File: src/rtl/sa_isa_pkg.sv
// Shared ISA definitions for the systolic array front end and controller.
// Contents: opcode constants, instruction field ranges, the issue FSM
// state type and a small opcode classification helper.
package sa_isa_pkg;

    // Opcodes, carried in instruction bits [4:0]
    localparam logic [4:0] OP_NOP       = 5'b00000;
    localparam logic [4:0] OP_COMPUTE   = 5'b00001;
    localparam logic [4:0] OP_COMPUTE_I = 5'b00010;
    localparam logic [4:0] OP_ACC_TO_OB = 5'b00011;
    localparam logic [4:0] OP_LD_INP    = 5'b00100;
    localparam logic [4:0] OP_LD_WT     = 5'b00101;
    localparam logic [4:0] OP_OB_SEND   = 5'b00110;
    localparam logic [4:0] OP_ACC_RST   = 5'b00111;
    localparam logic [4:0] OP_HALT      = 5'b11111;

    // Instruction field ranges
    localparam int OPC_LSB  = 0;
    localparam int OPC_MSB  = 4;
    localparam int ADDR_LSB = 5;
    localparam int ADDR_MSB = 20;
    localparam int DATA_LSB = 21;
    localparam int DATA_MSB = 52;

    // Issue FSM states
    typedef enum logic [1:0] {
        ST_ISSUE = 2'b00,
        ST_WAIT  = 2'b01,
        ST_HALT  = 2'b10
    } iq_state_t;

    // Both compute flavours stall the issue stream for the array latency
    function automatic logic is_compute(input logic [4:0] opc);
        return (opc == OP_COMPUTE) || (opc == OP_COMPUTE_I);
    endfunction

endpackage

File: src/rtl/sync_fifo.sv
// Synchronous FIFO with power-of-two depth.
// Ports:
//   clk, rst_n        clock, asynchronous active-low reset
//   push, wr_data     write request and data (ignored when full)
//   pop, rd_data      read request (ignored when empty); rd_data is the
//                     current head word, valid whenever empty is 0
//   full, empty       occupancy flags
//   count             current occupancy, 0..DEPTH
module sync_fifo #(
    parameter int DEPTH = 16,
    parameter int WIDTH = 64
) (
    input  logic                       clk,
    input  logic                       rst_n,
    input  logic                       push,
    input  logic [WIDTH-1:0]           wr_data,
    input  logic                       pop,
    output logic [WIDTH-1:0]           rd_data,
    output logic                       full,
    output logic                       empty,
    output logic [$clog2(DEPTH):0]     count
);

    localparam int AW    = $clog2(DEPTH);
    localparam int CW    = AW + 1;
    localparam logic [AW-1:0] PTR_ONE  = AW'(1);
    localparam logic [CW-1:0] CNT_ONE  = CW'(1);
    localparam logic [CW-1:0] CNT_FULL = CW'(DEPTH);

    logic [WIDTH-1:0] mem_r [DEPTH];
    logic [AW-1:0]    wr_ptr_r;
    logic [AW-1:0]    rd_ptr_r;
    logic [CW-1:0]    count_r;
    logic             push_s;
    logic             pop_s;

    // Requests are qualified here so a caller can never over/underflow
    assign push_s  = push && (count_r != CNT_FULL);
    assign pop_s   = pop && (count_r != {CW{1'b0}});
    assign full    = (count_r == CNT_FULL);
    assign empty   = (count_r == {CW{1'b0}});
    assign count   = count_r;
    assign rd_data = mem_r[rd_ptr_r];

    // Storage array; contents are not reset, only the pointers are
    always_ff @(posedge clk) begin
        if (push_s) begin
            mem_r[wr_ptr_r] <= wr_data;
        end
    end

    // Pointers wrap naturally at DEPTH; count tracks push/pop balance
    always_ff @(posedge clk or negedge rst_n) begin
        if (!rst_n) begin
            wr_ptr_r <= {AW{1'b0}};
            rd_ptr_r <= {AW{1'b0}};
            count_r  <= {CW{1'b0}};
        end else begin
            if (push_s) begin
                wr_ptr_r <= wr_ptr_r + PTR_ONE;
            end
            if (pop_s) begin
                rd_ptr_r <= rd_ptr_r + PTR_ONE;
            end
            case ({push_s, pop_s})
                2'b10:   count_r <= count_r + CNT_ONE;
                2'b01:   count_r <= count_r - CNT_ONE;
                default: count_r <= count_r;
            endcase
        end
    end

endmodule

File: src/rtl/instr_issue_queue.sv
// Instruction issue queue: buffers host instructions and issues one per
// cycle (registered) to the controller decode stage. Inserts NOPs after
// compute instructions and stops issuing after a halt until resumed.
// Ports:
//   clk, rst_n              clock, asynchronous active-low reset
//   host_instr, host_valid  host write channel
//   host_ready              queue not full (combinational)
//   instruction             registered issued word (0 = NOP)
//   issue_valid             instruction holds a real popped word
//   halted                  queue is in HALT
//   resume                  one-cycle pulse releasing HALT
//   fifo_count              current FIFO occupancy
module instr_issue_queue
    import sa_isa_pkg::*;
#(
    parameter int DEPTH       = 16,
    parameter int INSTR_W     = 64,
    parameter int COMPUTE_LAT = 8
) (
    input  logic                   clk,
    input  logic                   rst_n,
    input  logic [INSTR_W-1:0]     host_instr,
    input  logic                   host_valid,
    output logic                   host_ready,
    output logic [INSTR_W-1:0]     instruction,
    output logic                   issue_valid,
    output logic                   halted,
    input  logic                   resume,
    output logic [$clog2(DEPTH):0] fifo_count
);

    localparam logic [7:0] LAT_C = 8'(COMPUTE_LAT);

    iq_state_t          state_r;
    iq_state_t          state_nx_s;
    logic [7:0]         wait_cnt_r;
    logic [7:0]         wait_cnt_nx_s;
    logic [INSTR_W-1:0] instr_nx_s;
    logic               valid_nx_s;
    logic               pop_s;
    logic               fifo_full_s;
    logic               fifo_empty_s;
    logic [INSTR_W-1:0] fifo_head_s;
    logic [4:0]         head_opc_s;

    assign host_ready = !fifo_full_s;
    assign head_opc_s = fifo_head_s[OPC_MSB:OPC_LSB];

    sync_fifo #(
        .DEPTH (DEPTH),
        .WIDTH (INSTR_W)
    ) u_fifo (
        .clk     (clk),
        .rst_n   (rst_n),
        .push    (host_valid),
        .wr_data (host_instr),
        .pop     (pop_s),
        .rd_data (fifo_head_s),
        .full    (fifo_full_s),
        .empty   (fifo_empty_s),
        .count   (fifo_count)
    );

    // Next-state, pop request and next output word for the issue FSM
    always_comb begin
        state_nx_s    = state_r;
        wait_cnt_nx_s = wait_cnt_r;
        instr_nx_s    = {INSTR_W{1'b0}};
        valid_nx_s    = 1'b0;
        pop_s         = 1'b0;
        case (state_r)
            ST_ISSUE: begin
                if (!fifo_empty_s) begin
                    pop_s      = 1'b1;
                    instr_nx_s = fifo_head_s;
                    valid_nx_s = 1'b1;
                    if (is_compute(head_opc_s)) begin
                        // A zero latency means no stall at all
                        if (LAT_C != 8'd0) begin
                            state_nx_s    = ST_WAIT;
                            wait_cnt_nx_s = LAT_C;
                        end else begin
                            state_nx_s = ST_ISSUE;
                        end
                    end else if (head_opc_s == OP_HALT) begin
                        state_nx_s = ST_HALT;
                    end else begin
                        state_nx_s = ST_ISSUE;
                    end
                end else begin
                    state_nx_s = ST_ISSUE;
                end
            end
            ST_WAIT: begin
                // Leaving on the 1->0 step yields exactly COMPUTE_LAT NOPs
                if (wait_cnt_r > 8'd1) begin
                    wait_cnt_nx_s = wait_cnt_r - 8'd1;
                end else begin
                    wait_cnt_nx_s = 8'd0;
                    state_nx_s    = ST_ISSUE;
                end
            end
            ST_HALT: begin
                if (resume) begin
                    state_nx_s = ST_ISSUE;
                end else begin
                    state_nx_s = ST_HALT;
                end
            end
            default: begin
                state_nx_s    = ST_ISSUE;
                wait_cnt_nx_s = 8'd0;
            end
        endcase
    end

    // FSM state, wait counter and registered issue outputs
    always_ff @(posedge clk or negedge rst_n) begin
        if (!rst_n) begin
            state_r     <= ST_ISSUE;
            wait_cnt_r  <= 8'd0;
            instruction <= {INSTR_W{1'b0}};
            issue_valid <= 1'b0;
            halted      <= 1'b0;
        end else begin
            state_r     <= state_nx_s;
            wait_cnt_r  <= wait_cnt_nx_s;
            instruction <= instr_nx_s;
            issue_valid <= valid_nx_s;
            halted      <= (state_nx_s == ST_HALT);
        end
    end

endmodule
File: config.mk
export PLATFORM = sky130hd
export DESIGN_NAME = instr_issue_queue
export DESIGN_NICKNAME = d
export VERILOG_FILES = /design/src/rtl/sa_isa_pkg.sv /design/src/rtl/sync_fifo.sv /design/src/rtl/instr_issue_queue.sv
export SDC_FILE = /design/constraint.sdc
export NUM_CORES = 1
export LEC_CHECK = 0
export CAP_MARGIN = 20
export CORE_MARGIN = 2
export CORE_UTILIZATION = 30
export DETAILED_ROUTE_END_ITERATION = 6
export MAX_ROUTING_LAYER = met4
export PLACE_DENSITY = 0.5
export SETUP_SLACK_MARGIN = 0.02
export SLEW_MARGIN = 25
export SYNTH_ARGS = -nofsm -noshare
export SYNTH_HDL_FRONTEND = slang
export SYNTH_SLANG_ARGS = --single-unit
File: constraint.sdc
create_clock -name clk -period 15.4 [get_ports clk]
set_input_delay 2.31 -clock clk [delete_from_list [all_inputs] [get_ports clk]]
set_output_delay 2.31 -clock clk [all_outputs]
set_load 0.01 [all_outputs]
; Word level (Yosys, flattened, before mapping)
; Memory sizes are Yosys's and may differ from the RTL's.
; Index checks and enable logic that the tools add are counted.
[op_classes]
magnitude_cmp = 1
bitwise = 1
muxes = 17
add_sub_neg = 5
eq_ne = 12
n_reduce_logical = 9
[ops]
columns = cell, n
row1 = two-way mux 64 bit, 2
row2 = two-way mux 8 bit, 3
row3 = one-hot mux 8 bit (3 select lines), 1
row4 = equality test 5 bit (second input constant), 2
row5 = two-way mux 2 bit, 5
row6 = one-hot mux 5 bit (2 select lines), 1
row7 = adder 4 x 1 -> 4 bit (second input constant), 2
row8 = > comparator 8 x 1 -> 1 bit (second input constant), 1
row9 = subtractor 8 x 1 -> 8 bit (second input constant), 1
row10 = equality test 2 bit (second input constant), 3
row11 = one-hot mux 2 bit (3 select lines), 1
row12 = adder 5 x 1 -> 5 bit (second input constant), 1
row13 = equality test 5 x 1 -> 1 bit (second input constant), 1
row14 = equality test 5 x 2 -> 1 bit (second input constant), 1
row15 = zero test 5 bit, 1
row16 = inequality test 5 bit (second input constant), 1
row17 = nonzero test 5 bit, 1
row18 = subtractor 5 x 1 -> 5 bit (second input constant), 1
row19 = equality test 2 x 1 -> 1 bit (second input constant), 2
row20 = two-way mux 1 bit, 4
row21 = inequality test 2 bit (second input constant), 2
row22 = AND reduction 3 bit, 1
row23 = logical AND 1 bit, 2
row24 = zero test 2 bit, 1
row25 = other kinds (4), 4
[word_totals]
out_inout_bits = 72
wordCells = 54
inputBits = 68
ramBits = 1024
ff_bits = 89
memories = 1
[mem_list]
columns = name, words, word_bits, rd, rd_clocked_by_memory_dff, wr, line_no
row1 = u_fifo.mem_r, 16, 64, 1, 0, 1, sync_fifo.sv:30  ; logic [WIDTH-1:0] mem_r [DEPTH];

; Logic depth before layout (Yosys ltp)
; An unclocked memory read counts as a cell.
[logic_depth]
ltp_word = 7
mapped_depth = 15

; By module
; From an unflattened synthesis, not the netlist that was laid out.
[unflattened]
hier_cells = 2191
hier_area_um2 = 42698.5
[by_module_without_submodules]
columns = module, seq_area_each_um2, cells_per_inst, area_per_inst_um2, n_inst
row1 = sync_fifo, 31074.8, 1993, 40013.4, 1
row2 = instr_issue_queue, 1901.8, 198, 2685.1, 1

; Worst setup path before layout
; No wires, ideal clock.
[synth_timing]
kind = input -> register
start = in host_valid
end = mem u_fifo.mem_r[3][0] (enable)
n_path_buf = 1
setup_ns = 0.565
arrival_ns = 7.204
required_time_ns = 14.835
slack_ns = 7.632
stages = 4
cell_sequence = and2_1 clkbuf_1 nand2_1 nor3_1
[synth_via]
elab_chain_len = 3
[synth_lines]
columns = item, line_no
row1 = start: declaration, instr_issue_queue.sv:23  ; input logic host_valid,
row2 = logical AND 1 bit, sync_fifo.sv:38  ; assign push_s = push && (count_r != CNT_FULL);
row3 = two-way mux 1 bit, sync_fifo.sv:47  ; if (push_s) begin
row4 = two-way mux 1 bit (implied by the code), sync_fifo.sv:48  ; mem_r[wr_ptr_r] <= wr_data;
row5 = end: declaration, sync_fifo.sv:30
; No other way between the ends.

; Final worst setup path
[layout_timing]
start = in host_valid
end = mem u_fifo.mem_r[7][24] (enable)
; Same word-level chain as after synthesis.

==> summary.md <==
| Metric | Value |
|---|---|
| Hold buffers post-CTS | `0` |
| DRC | `0` |
| Register Area | `roughly 33000 sq um` |
| GRT Total Usage | `~14%` |
| Vias post-DR | `18444` |
| Power Dens Cells | `roughly 190 nW/um^2` |
| Slew Limit Fails | `0` |
| Met2 Track Usage GR | `21.5%` |
| Commonest non-fill, non-tap cell in the layout | `edfxtp_1` |
| Post-synth EDFFs | `between 1000 and 1500` |
| HP Start | `state_r[1]` |
| Worst-skew pair later-pin latency | `0.74 ns` |
| Dominant synthesized flop cell | `edfxtp_1` |
| H-tree levels | `3` |
| Clock buffer depth | `3` |
| Reg-to-reg startpoint | `u_fifo.rd_ptr_r[1]` |
| Pre-CTS WS | `9.81 ns` |
| PortBufs | `139` |
| Area of the multi-input gates | `8540 sq um` |
| Final hold vios | `0` |
| Unrepaired setup endpoints after global routing | `no` |
| Antenna-violating nets left | `0` |
| CTS tree | `done` |
| Largest stage delay on the critical path | `0.76 ns` |
| Hold Slack | `0.557 ns` |
| Clock skew | `~0.037 ns` |
| Syn_nets | `1813` |
| Critical-path maximum fanout | `40` |
| CTS Buf Count | `between 100 and 150` |
| PnR worst setup slack | `10.61 ns` |
| Post-synthesis async set-or-reset flop share | `under 10%` |
| Max VDD drop | `approximately 0.11 mV` |
| Rel. slew slack | `between 30 and 40%` |
| Final Core Density | `between 30% and 40%` |
| CP delay by family, top | `simple AND/OR/NAND/NOR gates` |
| Root buf cell | `clkbuf_16` |
| Met3 GRT Util | `3.38%` |
| Max cap viols | `0` |
| Mapped Area | `approximately 42000 sq um` |
| Crit path capture type | `flop` |
| Leading cell types in the layout, fill and taps excluded | `1024 x edfxtp_1, 311 x mux4_2, 138 x clkdlybuf4s50_1` |
| Critical path origin | `host_valid` |
| Starting density of the core | `30.1%` |
| Share of post-route cells with drive strength above 1 | `26.2%` |
| Final Setup Violations | `0` |
| Worst EP required | `15.76 ns` |
| Final critical-path share of the clock period | `31.1%` |
| Hold WC Path Type | `flop to flop` |
| Syn avg cell area | `24.2 sq um` |
| Die Y | `378 um` |
| Status | `finished, final reports clean` |
| DP Cell Count | `3696` |
| CP cell instances | `clkdlybuf4s50_1 -> and2_1 -> nand2_1 -> nor2_4 -> buf_4` |
| Pre-antenna DRT Iters | `5` |
| Worst slew pin tran | `around 0.95 ns` |
| Die X | `378 um` |
| Largest net degree at the start of global routing | `116` |
| Setup crit start kind | `primary input` |
| Core ar. | `139000 sq um` |
| Antenna violations before repair | `18` |
| Number of post-CTS setup repair buffers | `0` |
| Vias in the first global route | `19479` |
| Fmax | `209 MHz` |
| Fin cells | `between 3000 and 4000` |
| Tmin final | `4.79 ns` |
| Synth top area share | `73.3%` |
| Worst-path clk slew | `0.06 ns` |
| Post_cts resized | `0` |
| Fillers | `about 13000` |
| GR Util met1 | `between 10% and 20%` |
| Row Count | `around 140` |
| Detailed Place HPWL | `~55000 um` |
| First-pass GRT wire length | `140000 um` |
| #FFs+latches synth | `1113` |
| Crit path arrival time | `5.15 ns` |
| Die area | `143000 sq um` |
| Fin nets | `2020` |
| Yosys top cell by area | `edfxtp_1` |
| Final wirelength | `96600 um` |
| TritonCTS Sinks | `1113` |
| # IOs | `140` |
| Vias/cell | `about 4.7` |
| Leakage | `15.6 nW` |
| Synth Instances | `1733` |
| P&R area growth vs syn | `18.2%` |
| Routability cong. | `0.741` |
| DRT iter0 DRCs | `1675` |
| Path type of the worst setup path | `primary input to flop` |
| Wire per inst | `24.6 um` |
| Library cells used by synthesis | `40` |
| Most crowded layer after global routing | `met2` |
| Synth warnings | `0` |
| Seq/Total Area, Yosys | `78.7%` |
| CP max-delay cell | `nor2_4` |
| CP bufs+invs | `2` |
| Total Neg Setup Slack | `0 ns` |
| Synth area leaders | `edfxtp_1 73%, mux4_2 17%, dfrtp_1 5.3%` |
| Total congestion overflow | `0` |
==> worst reg2reg max path: cells and delay by family (launching register included) <==
family / cells / cell delay, ns
buf+inv: 2 / 1.72
mux: 2 / 0.93
flops: 1 / 0.87
simple gates: 1 / 0.25
==> cell families after synthesis <==
| logic type | count (synthesis) | synth area share, % |
|---|---|---|
| flip-flops | 1113 | 78.7 |
| multiplexers | 321 | 17.1 |
| AND/OR/NAND/NOR | 141 | 1.81 |
| buffers and inverters | 97 | 1.23 |
| AO/OA/AOI/OAI | 33 | 0.492 |
| XOR/XNOR | 16 | 0.334 |
| adder cells (fa/ha/maj) | 12 | 0.376 |
==> sequential cells by signal (all words and copies together), names as in the netlist <==
name             cells
state_r              2
halted               1
u_fifo.rd_ptr_r      4
wait_cnt_r           8
u_fifo.wr_ptr_r      4
u_fifo.count         5
issue_valid          1
u_fifo.mem_r      1024
instruction         64
==> layout make-up <==
type | count | area share, %
Sequential cell | 1113 | 66.6
Multi-Input combinational cell | 523 | 17.2
Clock buffer | 147 | 6.19
Tap cell | 1876 | 4.74
Timing Repair Buffer | 172 | 3.46
Clock inverter | 71 | 1.67
Inverter | 13 | 0.101
Antenna cell | 9 | 0.0454
==> metrics by stage <==
step | cell area (sq um) | power [mW]
2_1_floorplan | 41900 | 5.56
3_3_place_gp | 45600 | 6.45
3_5_place_dp | 45600 | 6.49
4_1_cts | 49500 | 9.36
5_1_grt | 49600 | 9.62
6_report | 49600 | 9.19
==> routing by layer <==
metal  wire length, um  up-vias
met3              5450      149
li1                  -     7743
met2             46100      439
met4              2000        0
met5                 0        -
met1             43100    10113
==> Yosys cell counts, drive strengths merged, types with 4 or more instances <==
library cell  number
nor2b              6
ha                11
edfxtp          1024
dfrtp             89
a22oi              5
inv               13
a21oi              6
clkbuf            18
o22ai              4
nor2              23
mux2i              5
and3               4
nand2             24
nor3               9
buf               66
mux4             315
o21ai             10
xor2               4
nand2b             4
nand3              4
xnor2             12
and2              60
==> power breakdown <==
| group | internal (mW) | total (mW) | switching, mW |
|---|---|---|---|
| logic | 1.19 | 2.48 | 1.28 |
| registers | 3.68 | 3.86 | 0.186 |
| clock network | 1.67 | 2.84 | 1.18 |
| total | 6.54 | 9.19 | 2.65 |
==> worst paths after layout <==
path / endpoint / slack [ns] / cells past startpoint
worst max-delay path: u_fifo.mem_r[7][24] / 10.61 / 5
worst min-delay path: halted / 0.56 / 1
worst max register to register: instruction[56] / 11.46 / 5
worst min register to register: halted / 0.56 / 1
max in group asynchronous: instruction[43] / 12.68 / 2
min in group asynchronous: instruction[9] / 1.58 / 1
(Power assumes the default switching activity.)
